### src/rtl/fsu_linear_seq.sv
// Control sequencer for one stochastic-computing linear layer pass: load, partitioned streaming, drain, and a result handshake.
// Optional build macro HOLD_EN adds a registered hold input that freezes streaming and draining.
module fsu_linear_seq #(
  parameter int RWID = 10,
  parameter int FOLD = 1,
  parameter int PWID = ($clog2(FOLD) < 2) ? 1 : $clog2(FOLD),
  parameter int LAT  = 2
) (
  input  logic            clk,
  input  logic            rst,
  input  logic            start,
  output logic            ready,
  output logic            load,
  output logic            sel,
  output logic            clear,
  output logic [PWID-1:0] part,
  output logic            run,
  output logic [RWID-1:0] cnt,
`ifdef HOLD_EN
  input  logic            hold,
  output logic            oHold,
`endif
  output logic            oValid,
  input  logic            oReady
);

  localparam int DWID = ($clog2(LAT + 1) < 1) ? 1 : $clog2(LAT + 1);
  localparam logic [DWID-1:0] DRAIN_LAST = (LAT == 0) ? '0 : DWID'(LAT - 1);
  localparam logic [PWID-1:0] PART_LAST  = PWID'(FOLD - 1);

  typedef enum logic [2:0] {
    IDLE,
    LOAD,
    RUN,
    DRAIN,
    DONE
  } state_t;

  state_t          r_state;
  state_t          w_stateNext;
  logic            r_sel;
  logic            w_selNext;
  logic [PWID-1:0] r_part;
  logic [PWID-1:0] w_partNext;
  logic [RWID-1:0] r_cnt;
  logic [RWID-1:0] w_cntNext;
  logic [DWID-1:0] r_drain;
  logic [DWID-1:0] w_drainNext;
  logic            w_hold;
  logic            w_lastCycle;
  logic            w_lastPart;

`ifdef HOLD_EN
  // Hold is registered so no input reaches an output combinationally.
  logic r_hold;

  always_ff @(posedge clk) begin
    if (rst) begin
      r_hold <= 1'b0;
    end else begin
      r_hold <= hold;
    end
  end

  assign w_hold = r_hold;
  assign oHold  = r_hold;
`else
  assign w_hold = 1'b0;
`endif

  assign w_lastCycle = &r_cnt;
  assign w_lastPart  = (r_part == PART_LAST);

  always_ff @(posedge clk) begin
    if (rst) begin
      r_state <= IDLE;
      r_sel   <= 1'b0;
      r_part  <= '0;
      r_cnt   <= '0;
      r_drain <= '0;
    end else begin
      r_state <= w_stateNext;
      r_sel   <= w_selNext;
      r_part  <= w_partNext;
      r_cnt   <= w_cntNext;
      r_drain <= w_drainNext;
    end
  end

  always_comb begin
    w_stateNext = r_state;
    w_selNext   = r_sel;
    w_partNext  = r_part;
    w_cntNext   = r_cnt;
    w_drainNext = r_drain;
    unique case (r_state)
      IDLE: begin
        if (start) begin
          w_stateNext = LOAD;
        end
      end
      LOAD: begin
        w_partNext  = '0;
        w_cntNext   = '0;
        w_drainNext = '0;
        w_selNext   = ~r_sel;
        w_stateNext = RUN;
      end
      RUN: begin
        if (!w_hold) begin
          w_cntNext = r_cnt + 1'b1;
          if (w_lastCycle) begin
            // Part stays at its last value through drain so result buffers index correctly.
            if (w_lastPart) begin
              if (LAT == 0) begin
                w_stateNext = DONE;
              end else begin
                w_stateNext = DRAIN;
              end
            end else begin
              w_partNext = r_part + 1'b1;
            end
          end
        end
      end
      DRAIN: begin
        if (!w_hold) begin
          if (r_drain == DRAIN_LAST) begin
            w_stateNext = DONE;
          end else begin
            w_drainNext = r_drain + 1'b1;
          end
        end
      end
      DONE: begin
        if (oReady) begin
          w_stateNext = IDLE;
        end
      end
      default: begin
        w_stateNext = IDLE;
      end
    endcase
  end

  assign ready  = (r_state == IDLE);
  assign load   = (r_state == LOAD);
  assign run    = (r_state == RUN) && !w_hold;
  assign clear  = run && (r_cnt == '0);
  assign oValid = (r_state == DONE);
  assign sel    = r_sel;
  assign part   = r_part;
  assign cnt    = r_cnt;

endmodule

### config.mk
export PLATFORM = sky130hd
export DESIGN_NAME = fsu_linear_seq
export DESIGN_NICKNAME = d
export VERILOG_FILES = /design/src/rtl/fsu_linear_seq.sv
export SDC_FILE = /design/constraint.sdc
export NUM_CORES = 1
export LEC_CHECK = 0
export ABC_CLOCK_PERIOD_IN_PS = 1550
export BUFFER_PORTS_ARGS = -buffer_cell sky130_fd_sc_hd__buf_2
export CAP_MARGIN = 20
export CORE_MARGIN = 4
export CORE_UTILIZATION = 47
export DETAILED_ROUTE_END_ITERATION = 10
export GPL_TIMING_DRIVEN = 0
export PLACE_DENSITY_LB_ADDON = 0.08
export SLEW_MARGIN = 20
export SYNTH_ARGS = -nofsm -noshare
export SYNTH_HDL_FRONTEND = slang
export SYNTH_SLANG_ARGS = --single-unit
### constraint.sdc
create_clock -name clk -period 1.55 [get_ports clk]
set_input_delay 0.2325 -clock clk [delete_from_list [all_inputs] [get_ports clk]]
set_output_delay 0.2325 -clock clk [all_outputs]
set_load 0.02 [all_outputs]
* After elaboration in Yosys (flattened, before gate mapping)
Cells that the tools add are included.
Storage, ports and cells: output and inout bits 17, flip-flop bits (word level) 17, input bits 4, word-level logic and storage cells 41
Operators by class: mux-type cells 12, add/sub/neg operators 3, bitwise logic cells 1, reductions and logical operators 9, equality and inequality tests 11
Operator list (number):
- 10-bit one-hot mux with 2 select lines | 1
- 3-bit 2-to-1 mux | 5
- 3-bit one-hot mux with 5 select lines | 1
- 10-bit by 1-bit adder with 10-bit output, second input constant | 1
- 10-bit zero test | 1
- 10-bit AND reduction | 1
- 2-bit inequality test, second input constant | 4
- 3-bit by 2-bit equality test with 1-bit output, second input constant | 2
- 5-bit AND reduction | 1
- 2-bit by 1-bit inequality test with 1-bit output, second input constant | 2
- 2-bit one-hot mux with 2 select lines | 1
- 2-bit AND reduction | 2
- 2-bit nonzero test | 2
- 3-bit by 1-bit equality test with 1-bit output, second input constant | 1
- 3-bit equality test, second input constant | 1
- 3-bit zero test | 1
- 2-bit by 1-bit adder with 2-bit output, second input constant | 1
- 2-bit by 1-bit equality test with 1-bit output, second input constant | 1
- 1-bit 2-to-1 mux | 2
- 2-bit 2-to-1 mux | 1
- 1-bit one-hot mux with 2 select lines | 1
- 1-bit adder, second input constant | 1
- 1-bit logical AND | 1
- 1-bit NOT | 1

* Logic depth before layout (Yosys ltp)
Gate-level depths: netlist (run 1).
word-level depth 4, depth in mapped cells 6, mapped depth without buffers 5

* Worst setup path after synthesis (run 1)
No wires, ideal clock.
kind flip-flop to flip-flop, start register r_state[2], end register r_cnt[7], in the netlist cnt[7], cell stages (with the launch flop) 5, data arrival time 1432 ps, clock period less this slack 1552 ps, buffers on the path 1, data required time 1429 ps, slack -2 ps, library setup time 121 ps, cells stage by stage dfxtp_1 -> or3b_1 -> buf_6 -> nor4_1 -> mux2_2
Between the ends: cells in the longest elaborated chain, start to end 2, elaborated cells between the ends (all ways) 4, those cells by class eq/ne (2); mux (1); reduce/logical (1)
RTL lines:
- from (decl) | RTL line 39 | state_t r_state;
- from (signal assigned) | RTL line 82 | r_state <= w_stateNext;
- 3-bit by 2-bit equality test with 1-bit output / 3-bit by 1-bit equality test with 1-bit output (equally long branches) | RTL line 96 | unique case (r_state)
- 10-bit one-hot mux with 2 select lines / 2-bit nonzero test (equally long branches)
- to (signal assigned) | RTL line 85 | r_cnt <= w_cntNext;
- to (decl) | RTL line 45 | logic [RWID-1:0] r_cnt;
Parallel ways exist; a longest one is shown, timed or not. A chain may end at the register's enable or synchronous reset.

* Worst setup path in the final report (run 1)
start register r_state[2], end output port clear
Between the ends: cells in the longest elaborated chain, start to end 2
RTL lines:
- 3-bit by 2-bit equality test with 1-bit output | RTL line 148 | assign run = (r_state == RUN) && !w_hold;
- 1-bit logical AND | RTL line 149 | assign clear = run && (r_cnt == '0);
- to (decl) | RTL line 15 | output logic clear,
Every way passes these cells.

==> results of run 1 <==
==> stage by stage <==
| step | cells | TNS [ns] |
|---|---|---|
| after floorplan | 112 | -0.004484 |
| after global placement | 155 | -0.2528 |
| after detailed placement | 155 | -0.3436 |
| after CTS | 169 | -0.8195 |
| after global routing | 169 | -1.583 |
| final | 169 | -1.070 |
==> registers in the layout, summed over array words and instances, names as in the netlist <==
register,flops
sel,1
cnt,10
r_state,3
r_drain,2
==> worst min-delay path, cell delays in order <==
cell and delay, ns:
buf_2 0.08, or4b_4 0.12, a21oi_1 0.07
==> repair_timing <==
item,4_1_cts,5_1_grt
hold endpoints to repair,0,0
setup endpoints to repair,7,14
resized for setup,35,17
pin swaps,9,10
setup buffers,11,2
==> kinds of logic after synthesis <==
family	synth area share [%]
buf+inv	9.959
flops	34.00
mux	3.585
fa+ha+maj	3.984
other cells	0.3980
xor+xnor	0.9298
simple gates	31.61
compound gates	15.54
==> where the power goes <==
| part | leakage, nW | internal (mW) | switching (mW) |
|---|---|---|---|
| Clock | 0.0210 | 0.143 | 0.145 |
| Combinational | 0.429 | 0.210 | 0.223 |
| Sequential | 0.132 | 0.434 | 0.0177 |
==> how the worst min path moves through the flow <==
stage	to	slack, ns	start	cells past startpoint
global route	r_state[2]$_SDFFE_PP0P_	0.27	oReady	3
detailed placement	r_drain[1]$_SDFFE_PP0P_	0.47	r_drain[1]$_SDFFE_PP0P_	2
CTS	r_state[2]$_SDFFE_PP0P_	0.22	oReady	3
finish	r_state[2]$_SDFFE_PP0P_	0.25	oReady	3
global placement	r_drain[1]$_SDFFE_PP0P_	0.46	r_drain[1]$_SDFFE_PP0P_	2
floorplan	r_state[2]$_SDFFE_PP0P_	0.43	oReady	2
==> synthesized netlist by cell type, types with 3 or more instances <==
| library cell | n | area share [%] |
|---|---|---|
| dfxtp_1 | 16 | 34 |
| nand2b_1 | 3 | 2.0 |
| inv_1 | 6 | 2.4 |
| clkbuf_1 | 5 | 2.0 |
| nand4_1 | 3 | 2.0 |
| nor2_1 | 5 | 2.0 |
| nand3_1 | 5 | 2.7 |
| a311oi_1 | 5 | 4.6 |
| and2_1 | 3 | 2.0 |
| ha_1 | 3 | 4.0 |
| o21ai_0 | 3 | 1.6 |
| nand2_1 | 8 | 3.2 |
| nor3b_1 | 3 | 2.4 |
| a21oi_1 | 7 | 3.7 |
| nor4_1 | 5 | 3.3 |
==> cell type report <==
type                    instances  area [um^2]  area share [%]
multi-input cells              78        621.8           45.68
flip-flops and latches         16        326.6           23.99
repair buffers                 31        250.2           18.38
plain buffers                   7        50.05           3.676
inverters                       8        45.04           3.309
clock buffers                   4        36.28           2.665
well taps                      25        31.28           2.298
==> layer usage <==
metal | vias up | global-route usage [%]
met2 | 51 | 34.30
met3 | 12 | 3.419
met4 | 0 | 6.809
met5 | - | 0
met1 | 491 | 28.64
li1 | 476 | -
==> flow_metrics.tcl, run 1 <==
set metrics [dict create \
    final_antenna_net_count 0 \
    post-route-period-util_pct 120.7 \
    relSlewSlack_pct 66.09 \
    routabilityCongestion 0.8941 \
    layout-drive-gt1-share_pct 41.67 \
    cts_buffers 3 \
    status "finished with violations" \
    rsz0062_at_grt "true" \
    antenna_found_initial 0 \
    hpwl_um 1616 \
    powerDensity_mw_per_mm2 860.9 \
    timing.critical_path.to "clear" \
    drt-initial-drc-count 25 \
    p_leak_nw 0.5822 \
    start_util_pct 51.75 \
    startpoint_type "flop" \
    fp.dieArea_mm2 0.002785 \
    synth_edf_count 0 \
    cp_max_fo 3 \
    crit_required_ns 1.32 \
    postLayoutCellArea_mm2 0.001361 \
    dp_slack_ns -0.1484 \
    ys_ff_latch 16 \
    grt_max_degree 11 \
    layout_commonest_cell "buf_2" \
    top_layer "met4" \
    fin_skew_ns 0.004117 \
    grt_first_pass_wirelength_um 4436 \
    hp-class "in2reg" \
    r2r_start "r_state[2]$_SDFFE_PP0P_" \
    ys_async_sr_fraction_pct 0 \
    crit_path_top_delay_cell "or3b_1" \
    dpl_cell_area_mm2 0.001064 \
    root_buffer "clkbuf_4" \
    cp_num_cells 5 \
    path_delay_family "simple AND/OR/NAND/NOR gates" \
    wirelength_um 2721 \
    setup.worst_path.class "reg2out" \
    syn_area_per_cell_um2 8.412 \
    worstSkewPairLatency_ns 0.29 \
    crit_chain "or3b_1 -> buf_6 -> nor4_4 -> and4b_1 -> buf_6" \
    grt_overflow_total 0 \
    yosys_warnings 0 \
    drc 0 \
    hold_violations 0 \
    synth_ff_type "dfxtp_1" \
    syn_inst 112 \
    vias_per_cell 6.095 \
    whs_ns 0.2526 \
    finalSetupViolCount 9 \
    dr_wl_met3_um 168 \
    vias 1030 \
    clk_path_buf_depth 2 \
    dr_wl_met2_um 1299 \
    clkSinkCount 16 \
    ir_drop_v 0.0005842 \
    syn2layout_area_growth_pct 44.49 \
    violations "negative setup slack" \
    dr.pass1.iters 5 \
    r2r_cells 6 \
    wire_per_inst_um 16.10 \
    clkTransAtPathRegs_ns 0.10 \
    cp_common_cell "buf_6" \
    yosys.cell_types.count 42 \
    r2r_end "cnt[7]$_SDFFE_PP0P_" \
    final_cell_mix "buf_2 (14), dfxtp_1 (11), buf_6 (10), buf_4 (9), nand2_1 (8)" \
    nNetsFinal 152 \
    tightest_slew_ns 0.5087 \
    yosysSeqAreaShare_pct 34.00 \
    track_usage_pct 21.30 \
    cts_tree "yes" \
    cts_hold_buf 0 \
    antenna_cells 0 \
    max_freq_mhz 534.5 \
    reg2reg_slack_ns -0.27 \
    syn_area_um2 942.2 \
    path_buf_inv 2 \
    n_fill_cell 138 \
    arrival_ns 1.64 \
    pin_count 21 \
    grt_pass1_vias 944 \
    fp.dieW_um 52.77 \
    io_buffers 18 \
    maxCapViolCount 0 \
    endpoint_kind "output port" \
    crit_path_max_incr_delay_ns 0.38 \
    syn-num-nets 119 \
    drt-met1-wl_um 1185 \
    fin_crit_ns 1.871 \
    power_mw 1.172 \
    rows 15 \
    cp-startpoint "r_state[2]$_SDFFE_PP0P_" \
    drv_slew 0 \
    core_mm2 0.001821 \
    final_util_pct 74.78 \
    die_h_um 52.77 \
    setup_slack_ns -0.3210 \
    htreeDepth 1 \
]
(Power assumes the default switching activity.)
==> run 2: changes to the inputs <==
- CTS_CLUSTER_DIAMETER: unset -> 100
- REMOVE_ABC_BUFFERS: unset -> 1
==> flow_metrics.tcl, run 2 (synthesis gave the netlist of run 1 again) <==
set metrics [dict create \
    status "finished with violations" \
    violations "negative setup slack" \
    power_mw 1.148 \
    wire_per_inst_um 15.18 \
    vias 965 \
    pin_count 21 \
    vias_per_cell 5.848 \
    dp_slack_ns -0.3454 \
    layout_commonest_cell "buf_2" \
    final_cell_count_no_fill 165 \
    nNetsFinal 148 \
    grt_overflow_total 0 \
    fp.dieW_um 52.77 \
    cts_hold_buf 0 \
    dp.cells 146 \
    antenna_cells 0 \
    fp.dieArea_mm2 0.002785 \
    cts_tree "yes" \
    grt_pass1_vias 764 \
    fin_skew_ns 0.003603 \
    worstSkewPairLatency_ns 0.29 \
    io_buffers 19 \
    finalSetupViolCount 8 \
    setup_slack_ns -0.2215 \
    largest_reg_flops 10 \
    setup.worst_path.class "reg2out" \
    crit_path_max_incr_delay_ns 0.40 \
    seqPwrFrac_pct 39.5 \
    whs_ns 0.2234 \
    crit_chain "or3b_4 -> nor4_2 -> and4b_1 -> buf_6" \
    dr_wl_met3_um 83 \
    final_cell_mix "buf_2 (14), buf_4 (13), dfxtp_1 (11), nand2_1 (8)" \
    hold_violations 0 \
    drv_slew 0 \
    hp-class "in2reg" \
    antenna_found_initial 0 \
    path_buf_inv 1 \
    grt_max_degree 20 \
    path_delay_family "simple AND/OR/NAND/NOR gates" \
    powerDensity_mw_per_mm2 875.9 \
    ir_drop_v 0.0006722 \
    hpwl_um 1434 \
    switching_share_pct 32.89 \
    root_buffer "clkbuf_4" \
    syn2layout_area_growth_pct 39.18 \
    combPwrFrac_pct 35.6 \
    maxCapViolCount 0 \
    internal_power_mw 0.7708 \
    die_h_um 52.77 \
    fin_crit_ns 1.772 \
    dr_wl_met2_um 1247 \
    power_switching_mw 0.3777 \
    clk_path_buf_depth 2 \
    p_leak_nw 0.5594 \
    drt-initial-drc-count 13 \
    htreeDepth 1 \
    start_util_pct 51.75 \
    grt_first_pass_wirelength_um 3608 \
    drt-met1-wl_um 1125 \
    final_antenna_net_count 0 \
    rows 15 \
    cts_buffers 3 \
    clock_power_share_pct 25.0 \
    wirelength_um 2504 \
    routabilityCongestion 0.7481 \
    post-route-period-util_pct 114.3 \
    crit_path_top_delay_cell "or3b_4" \
    arrival_ns 1.54 \
    startpoint_type "flop" \
    track_usage_pct 17.69 \
    clkTransAtPathRegs_ns 0.10 \
    core_mm2 0.001821 \
    layout-drive-gt1-share_pct 43.57 \
    rsz0062_at_grt "true" \
    top_layer "met4" \
    crit_required_ns 1.32 \
    max_freq_mhz 564.5 \
    dr.pass1.iters 4 \
    drc 0 \
    cp_max_fo 3 \
    clkSinkCount 16 \
    endpoint_kind "output port" \
]
run 2: cell count changes in the layout (fill, tap and decap cells not counted), sizes merged:
cell	before	now
buf	36	34
clkbuf	6	4
run 2: through the flow:
stage	setup TNS (ns)	util [%]	area, um^2
floorplan	-0.4524	-	880.8
global placement	-1.372	55.33	1007
detailed placement	-1.659	55.33	1007
CTS	-0.8660	63.37	1154
global route	-1.460	72.03	1311
finish	-1.046	72.03	1311
run 2: final timing paths:
kind                                              start                 endpoint  slack, ns  cells after the start
worst max register to register  r_state[0]$_SDFFE_PP0P_      cnt[7]$_SDFFE_PP0P_      -0.12                      4
worst max-delay path            r_state[0]$_SDFFE_PP0P_                    clear      -0.22                      4
worst min-delay path                             oReady  r_state[2]$_SDFFE_PP0P_       0.22                      3
worst min register to register  r_state[2]$_SDFFE_PP0P_  r_state[1]$_SDFFE_PP0P_       0.45                      1
run 2: power groups by stage:
stage	logic [mW]	registers (mW)	clock network (mW)
finish	0.409	0.453	0.287
floorplan	0.133	0.478	0
global placement	0.204	0.473	0
detailed placement	0.208	0.477	0
CTS	0.281	0.452	0.295
global route	0.440	0.457	0.312
run 2: cell type report:
type                    count  area, um^2
multi-input cells          78       621.8
fillers                   148       509.2
flip-flops and latches     16       334.1
repair buffers             34       250.2
inverters                   8       37.54
clock buffers               4       36.28
well taps                  25       31.28
run 2: timing repair:
action	4_1_cts	5_1_grt
pin swaps	3	7
setup buffers	6	9
endpoints found under the setup margin	11	12
gates resized for setup	19	23
hold endpoints to repair	0	0
run 2: worst register-to-register path, delay by kind of cell, from the launching register on:
kind                   cells  cell delay, ns
multiplexers               1            0.35
buffers and inverters      1            0.20
AND/OR/NAND/NOR            2            0.66
flip-flops                 1            0.36
run 2: layer usage:
metal,vias up,global-route usage (%)
li1,468,-
met1,470,25.95
met2,22,24.38
met3,5,2.849
met4,0,8.936
met5,-,0
==> run 3: changes to the inputs <==
--- a/config.mk
+++ b/config.mk
@@ -13,2 +13,3 @@
 export CTS_CLUSTER_DIAMETER = 100
+export CTS_CLUSTER_SIZE = 24
 export DETAILED_ROUTE_END_ITERATION = 10
==> constraint.sdc (replaced) <==
create_clock -name clk -period 1.55 [get_ports clk]
set_input_delay 0 -clock clk [delete_from_list [all_inputs] [get_ports clk]]
set_output_delay 0 -clock clk [all_outputs]
set_load 0.02 [all_outputs]
==> flow_metrics.tcl, run 3 (synthesis gave the netlist of run 1 again) <==
set metrics [dict create \
    status "finished with violations" \
    violations "negative setup slack" \
    met3_usage_pct 2.849 \
    nNetsFinal 141 \
    arrival_ns 1.60 \
    drc 0 \
    cp_max_fo 6 \
    busiest_layer "met2" \
    core_mm2 0.001821 \
    setup.worst_path.class "reg2out" \
    grt_overflow_total 0 \
    crit_path_max_incr_delay_ns 0.44 \
    fin_crit_ns 1.603 \
    rsz0062_at_grt "true" \
    final_cell_mix "buf_2 (17), dfxtp_1 (11), buf_4 (9), nand2_1 (8), a21oi_1 (7)" \
    final_antenna_net_count 0 \
    dp.cells 146 \
    dp_slack_ns -0.3454 \
    hpwl_um 1434 \
    crit_chain "or3b_4 -> nor4_2 -> and4b_1 -> buf_4" \
    antenna_cells 0 \
    track_usage_pct 17.97 \
    clkSinkCount 16 \
    max_freq_mhz 624.0 \
    vias 912 \
    fp.dieArea_mm2 0.002785 \
    largest_reg_flops 10 \
    final_cell_count_no_fill 158 \
    clkTransAtPathRegs_ns 0.10 \
    fp.dieW_um 52.77 \
    rows 15 \
    start_util_pct 51.75 \
    die_h_um 52.77 \
    pin_count 21 \
    fin_skew_ns 0.001448 \
    cts_buffers 3 \
    p_leak_nw 0.4675 \
    maxCapViolCount 0 \
    syn2layout_area_growth_pct 22.31 \
    layout_commonest_cell "buf_2" \
    grt_use_met2_pct 25.83 \
    multi_input_area_um2 550.5 \
    antenna_found_initial 0 \
    cts_tree "yes" \
    setup_slack_ns -0.05253 \
    powerDensity_mw_per_mm2 893.3 \
    hold_violations 0 \
    whs_path_depth 2 \
    grt_max_degree 20 \
    ir_drop_v 0.0006510 \
    hp-class "in2reg" \
    vias_per_cell 5.772 \
    routabilityCongestion 0.7481 \
    whs_ns 0.09978 \
    layout-drive-gt1-share_pct 32.33 \
    clk_path_buf_depth 2 \
    dr.pass1.iters 4 \
    worstSkewPairLatency_ns 0.30 \
    htreeDepth 1 \
    final_util_pct 63.30 \
    drt-initial-drc-count 13 \
    crit_path_top_delay_cell "or3b_4" \
    grt_first_pass_wirelength_um 3657 \
    wire_per_inst_um 14.11 \
    startpoint_type "flop" \
    use_met1_pct 25.52 \
    post-route-period-util_pct 103.4 \
    crit_required_ns 1.55 \
    root_buffer "clkbuf_4" \
    grt_pass1_vias 768 \
    io_buffers 19 \
    regArea_um2 334.1 \
    drv_slew 0 \
    n_fill_cell 174 \
    finalSetupViolCount 5 \
    r2r_cells 5 \
    wirelength_um 2230 \
    endpoint_kind "output port" \
]
run 3: per-layer routing:
layer	wire (um)	share of wire, %
met5	0	0
met4	69	3.1
met3	125	5.6
met2	1000	45
met1	1035	46
run 3: final timing paths:
check                       endpoint                    start  slack (ns)
min          r_drain[1]$_SDFFE_PP0P_                      rst         0.1
min reg2reg  r_state[1]$_SDFFE_PP0P_  r_state[2]$_SDFFE_PP0P_        0.45
max                            clear  r_state[0]$_SDFFE_PP0P_       -0.05
max reg2reg      cnt[8]$_SDFFE_PP0P_  r_state[0]$_SDFFE_PP0P_       -0.02
run 3: timing repair:
action / 4_1_cts / 5_1_grt
pin swaps: 2 / 3
gates resized for setup: 10 / 7
hold buffers: 1 / 0
endpoints found under the setup margin: 11 / 10
hold endpoints to repair: 1 / 0
setup buffers: 5 / 2
run 3: critical path: cells and delay by family (launching register included):
family,cells,cell delay [ns]
buffers and inverters,1,0.14
flip-flops,1,0.37
AND/OR/NAND/NOR,3,0.81
run 3: per-stage QoR:
step           TNS, ns  power [mW]  cell area [um^2]
6_report       -0.1010       1.029              1152
5_1_grt        -0.4995       1.085              1152
3_3_place_gp    -1.082      0.6770              1007
4_1_cts        -0.1443       1.007              1116
3_5_place_dp    -1.347      0.6846              1007
2_1_floorplan  -0.3446      0.6119             880.8
run 3: cell type report:
class                           count  area share [%]
Multi-Input combinational cell     78           47.77
Clock buffer                        4           3.149
Tap cell                           25           2.714
Sequential cell                    16           28.99
Inverter                            8           3.257
Timing Repair Buffer               27           14.12
run 3: power breakdown:
part,internal (mW),switching (mW)
registers,0.433,0.0218
clock network,0.143,0.149
logic,0.112,0.170
